### config.mk
export PLATFORM = sky130hd
export DESIGN_NAME = aes128_key_schedule
export DESIGN_NICKNAME = d
export VERILOG_FILES = /design/src/rtl/aes128_key_schedule.sv
export SDC_FILE = /design/constraint.sdc
export NUM_CORES = 2
export LEC_CHECK = 0
export CAP_MARGIN = 40
export CORE_MARGIN = 1
export CORE_UTILIZATION = 45
export DETAILED_ROUTE_END_ITERATION = 12
export HOLD_SLACK_MARGIN = 0.05
export SETUP_SLACK_MARGIN = 0.5
export SLEW_MARGIN = 10
export SYNTH_ARGS = -nofsm -noshare
export SYNTH_HDL_FRONTEND = slang
export SYNTH_HIERARCHICAL = 1
export SYNTH_SLANG_ARGS = --single-unit
export TNS_END_PERCENT = 10
### constraint.sdc
create_clock -name i_clk -period 18.9 [get_ports i_clk]
set_clock_uncertainty 0.2 [all_clocks]
set_input_delay 2.835 -clock i_clk [delete_from_list [all_inputs] [get_ports i_clk]]
set_output_delay 2.835 -clock i_clk [all_outputs]
set_load 0.03 [all_outputs]
### src/rtl/aes128_key_schedule.sv
// rtl/aes128_key_schedule.sv - sequential AES-128 key expansion with registered round-key read port
// Each clock expands one round; RK0..RK10 are kept in a buffer that the cipher datapath reads by round index.
module aes_sbox (
  input  logic [7:0] i_in,
  output logic [7:0] o_out
);
  localparam logic [0:255][7:0] SBOX = {
    128'h637c777bf26b6fc53001672bfed7ab76,
    128'hca82c97dfa5947f0add4a2af9ca472c0,
    128'hb7fd9326363ff7cc34a5e5f171d83115,
    128'h04c723c31896059a071280e2eb27b275,
    128'h09832c1a1b6e5aa0523bd6b329e32f84,
    128'h53d100ed20fcb15b6acbbe394a4c58cf,
    128'hd0efaafb434d338545f9027f503c9fa8,
    128'h51a3408f929d38f5bcb6da2110fff3d2,
    128'hcd0c13ec5f974417c4a77e3d645d1973,
    128'h60814fdc222a908846eeb814de5e0bdb,
    128'he0323a0a4906245cc2d3ac629195e479,
    128'he7c8376d8dd54ea96c56f4ea657aae08,
    128'hba78252e1ca6b4c6e8dd741f4bbd8b8a,
    128'h703eb5664803f60e613557b986c11d9e,
    128'he1f8981169d98e949b1e87e9ce5528df,
    128'h8ca1890dbfe6426841992d0fb054bb16
  };

  assign o_out = SBOX[i_in];
endmodule

module aes128_key_schedule #(
  parameter int NR = 10,
  parameter int AW = 4
) (
  input  logic          i_clk,
  input  logic          i_rst,
  input  logic          i_start,
  input  logic [127:0]  i_key_in,
  output logic          o_busy,
  output logic          o_done,
  output logic          o_keys_ready,
  input  logic [AW-1:0] i_rk_addr,
  input  logic          i_rk_rd,
  output logic [127:0]  o_rk_data,
  output logic          o_rk_valid
);
  typedef enum logic [1:0] {S_IDLE, S_EXPAND, S_DONE} state_t;

  state_t       r_state;
  state_t       w_next;
  logic [3:0]   r_round;
  logic [7:0]   r_rcon;
  logic [127:0] r_work;
  logic [127:0] r_rk [0:NR];
  logic         r_done;
  logic [127:0] r_rk_data;
  logic         r_rk_valid;

  logic         w_accept;
  logic         w_expand;
  logic         w_last;
  logic [31:0]  w_rot;
  logic [31:0]  w_sub;
  logic [31:0]  w_temp;
  logic [31:0]  w_w0, w_w1, w_w2, w_w3;
  logic [127:0] w_round_key;

  assign w_accept = i_start && (r_state == S_IDLE || r_state == S_DONE);
  assign w_expand = (r_state == S_EXPAND);
  assign w_last   = (r_round == 4'(NR));

  // RotWord of w3, then SubWord through four byte S-boxes
  assign w_rot = {r_work[23:0], r_work[31:24]};
  for (genvar g = 0; g < 4; g++) begin : g_sbox
    aes_sbox u_sbox (.i_in(w_rot[8*g +: 8]), .o_out(w_sub[8*g +: 8]));
  end

  assign w_temp      = w_sub ^ {r_rcon, 24'h0};
  assign w_w0        = r_work[127:96] ^ w_temp;
  assign w_w1        = r_work[95:64]  ^ w_w0;
  assign w_w2        = r_work[63:32]  ^ w_w1;
  assign w_w3        = r_work[31:0]   ^ w_w2;
  assign w_round_key = {w_w0, w_w1, w_w2, w_w3};

  always_comb begin
    w_next = r_state;
    case (r_state)
      S_IDLE:   if (i_start) w_next = S_EXPAND;
      S_EXPAND: if (w_last)  w_next = S_DONE;
      S_DONE:   if (i_start) w_next = S_EXPAND;
      default:  w_next = S_IDLE;
    endcase
  end

  always_ff @(posedge i_clk or posedge i_rst) begin
    if (i_rst) begin
      r_state    <= S_IDLE;
      r_round    <= 4'd0;
      r_rcon     <= 8'h01;
      r_work     <= '0;
      r_done     <= 1'b0;
      r_rk_data  <= '0;
      r_rk_valid <= 1'b0;
    end else begin
      r_state <= w_next;
      r_done  <= w_expand && w_last;
      if (w_accept) begin
        r_work  <= i_key_in;
        r_round <= 4'd1;
        r_rcon  <= 8'h01;
      end else if (w_expand) begin
        r_work  <= w_round_key;
        r_round <= r_round + 4'd1;
        r_rcon  <= {r_rcon[6:0], 1'b0} ^ (r_rcon[7] ? 8'h1b : 8'h00);
      end
      // Reads see the buffer as it was before this edge, so a read racing a restart is still valid
      if (i_rk_rd && o_keys_ready && (i_rk_addr <= AW'(NR))) begin
        r_rk_data  <= r_rk[i_rk_addr];
        r_rk_valid <= 1'b1;
      end else begin
        r_rk_valid <= 1'b0;
      end
    end
  end

  always_ff @(posedge i_clk) begin
    if (w_accept) begin
      r_rk[0] <= i_key_in;
    end else if (w_expand) begin
      r_rk[r_round] <= w_round_key;
    end
  end

  assign o_busy       = (r_state == S_EXPAND);
  assign o_keys_ready = (r_state == S_DONE);
  assign o_done       = r_done;
  assign o_rk_data    = r_rk_data;
  assign o_rk_valid   = r_rk_valid;
endmodule
==> summary.txt <==
HPWL Detailed: 171000 um
Max_slew headroom: 0.257
Startpoint types: input pin
Max cap viols: 0
Post-CTS setup buffers: 0
Initial Utilization: 0.455
Total negative slack: 0 ps
Vias in the first global route: 52724
Setup CP Type: input pin to flop
FP Rows: 154
I/O Buffers: 267
Horiz. Die Dim: 425 um
Worst-Skew Late Latency: 830 ps
GRT Total Usage: 0.299
Worst EP arrival: 7180 ps
Most Crowded Layer GR: met2
Clk buf depth: 3
Layout cells sized above 1: 0.156
R2R depth: 11
Endpoints failing setup: 0
Antenna viol nets, final: 0
Met2 Use GR: 0.467
Met1 usage: 0.412
Synth Area per Inst: 14.0 um^2
Multi-input combinational cell area: 28900 um^2
First-pass iteration count of the detailed router: 6
Top cell type's share of synthesized area: 0.524
Endpoint class of the critical path: flop
Die H: 425 um
Filler instances: 14955
Largest net degree at the start of global routing: 128
TritonCTS clock tree: yes
Synth Flop Type: edfxtp_1
First-iteration detailed-routing DRC count: 6372
Cts hold-fix bufs: 0
Status: complete, no violations
Antenna violations before repair: 32
GRT met3 Usage: 0.0393
Worst Path Required: 19390 ps
Worst reg2reg endpoint: r_rk[6][30]
Reg2reg start: r_work[18]
Max Slew Vio Count: 0
Core ar.: 177000 um^2
Num CTS Buffers: 171
Seq/Total Area, Yosys: 0.609
NumNets Final: 6142
RSZ-0062 raised after global routing: false
Synth warnings: 6
Area grow syn2layout: 13.3%
Register clock-pin slew on the reported worst setup and hold paths: 60 ps
Die ar.: 181000 um^2
H-tree depth: 4
Sink Count: 1680
Vias per cell: 6.42
Fmax: 149 MHz
Root Driver: clkbuf_16
Routability cong.: 1.01
Critical Path Fanout Max: 70
Resized Gates After CTS: 0
Total number of vias: 54240
Post-Syn Instances: 5778
Setup crit end: o_rk_data[27]
Crit share post-route: 0.354
Final hold violation count: 0
First-pass GRT wire length: 390000 um
FF+latch count, synth: 1680
Drt total wl: 273000 um
Area leader, netlist: edfxtp_1
Fin crit period: 6690 ps
Total gr overflow: 0
FFs w/ async S/R, synth: 0.162
DRC Markers: 0
Number of flops mapped to enable cells by yosys: 1408
Per-cell routed wire length: 32.3 um
Reg area: 49100 um^2
I/O pins: 268
Synth cell types: 86
HP Class: flop to flop
Synthesized area: 80600 um^2
Dominant cells by area after synthesis: edfxtp_1 (52%), dfrtp_1 (8.4%), mux4_2 (7.4%), mux2i_1 (3.7%), nand2_1 (2.3%)
Least-Margin Pin Slew: 1110 ps
CP Launch Point: i_rk_addr[0]
Synth Net Count: 5976
FF-to-FF setup slack: 12900 ps
[stage by stage]
| stage | util | cells | worst slack (ps) | cell area [um^2] | hold WS (ps) |
|---|---|---|---|---|---|
| 2_1_floorplan | - | 5778 | 3630 | 80600 | 273 |
| 4_1_cts | 0.515 | 8424 | 11790 | 91200 | 309 |
| 6_report | 0.516 | 8453 | 12210 | 91300 | 308 |
| 3_5_place_dp | 0.483 | 8104 | 10910 | 85600 | 293 |
| 5_1_grt | 0.516 | 8453 | 11800 | 91300 | 323 |
| 3_3_place_gp | 0.480 | 8043 | 10940 | 84900 | 290 |
[synth_stat cells (all sizes together), types with 98 or more instances]
library cell and n:
a22o 144, o211ai 98, mux2 144, nand3 104
mux2i 301, clkbuf 166, nor2 237, edfxtp 1408
a21oi 339, o21ai 292, mux4 264, dfrtp 271
nand2 495, buf 308
[cells by family after synthesis]
logic type	Yosys count	synth area share
xor gates and xnor gates	119	0.0190
AOI/OAI and AO/OA	1447	0.124
buffers and inverters	528	0.0344
adders and majority gates	62	0.00962
DFF	1680	0.609
muxes	709	0.131
and+or+nand+nor	1233	0.0728
[layout make-up]
cell class | count | share of cell area
Sequential cell | 1680 | 0.538
Multi-Input combinational cell | 3570 | 0.316
Clock buffer | 240 | 0.0521
Timing Repair Buffer | 467 | 0.0496
Tap cell | 2340 | 0.0321
Clock inverter | 80 | 0.00911
Inverter | 54 | 0.00241
Antenna cell | 22 | 0.000603
[metal layers]
layer / part of all wire / wire (um) / vias up
li1: - / - / 23113
met1: 0.42 / 113000 / 28238
met3: 0.066 / 17900 / 496
met2: 0.47 / 128000 / 2393
met5: 0 / 0 / -
met4: 0.049 / 13300 / 0
[critical path: stages]
cell and delay (ps):
buf_8 560, buf_4 660, buf_4 750, buf_4 680
buf_4 250, buf_16 260, mux4_2 550, mux2i_1 150
nand2_1 70, a22o_1 190
[registers in the layout, summed over array words and instances, names as in the netlist]
register	flops
o_done	1
o_rk_data	128
o_rk_valid	1
r_rcon	8
r_rk	1408
r_round	4
r_state	2
r_work	128
[cell usage in the layout (no fill, tap or decap), types with 22 or more instances in the layout]
cell type        instances
mux2i_1                297
clkbuf_16              173
a211oi_1                64
o21ai_1                 81
nand3_1                104
xor3_1                  32
o21ai_0                211
o31ai_1                 28
nor3b_1                 24
nor2_1                 226
o311ai_1                28
mux4_2                 264
nor2b_1                 49
edfxtp_1              1408
clkinv_1                34
a31oi_1                 48
nor3_1                  80
buf_4                  161
clkbuf_1                49
a22oi_1                 32
o311ai_0                28
nand2b_1                87
xnor2_1                 71
clkdlybuf4s50_1        263
nor4_1                  24
a21o_1                  44
a22o_1                 144
nand2_1                487
dfrtp_1                256
inv_1                   41
diode_2                 22
mux2_2                 144
o211ai_1                97
a21oi_1                339
a311oi_1                39
a221o_1                 60
ha_1                    62
[how the worst min path moves through the flow]
stage / start / to / slack [ps] / depth (start not counted)
2_1_floorplan: r_rcon[1] / r_rcon[1] / 270 / 2
3_3_place_gp: o_rk_data[79] / o_rk_data[79] / 290 / 1
3_5_place_dp: o_rk_data[34] / o_rk_data[34] / 290 / 1
4_1_cts: o_rk_data[82] / o_rk_data[82] / 310 / 1
5_1_grt: o_rk_data[37] / o_rk_data[37] / 320 / 1
6_report: o_rk_data[34] / o_rk_data[34] / 310 / 1
Power is left out: the tool's default activity adds up to more than one toggle a clock period on the data nets, which glitch-free logic cannot reach.
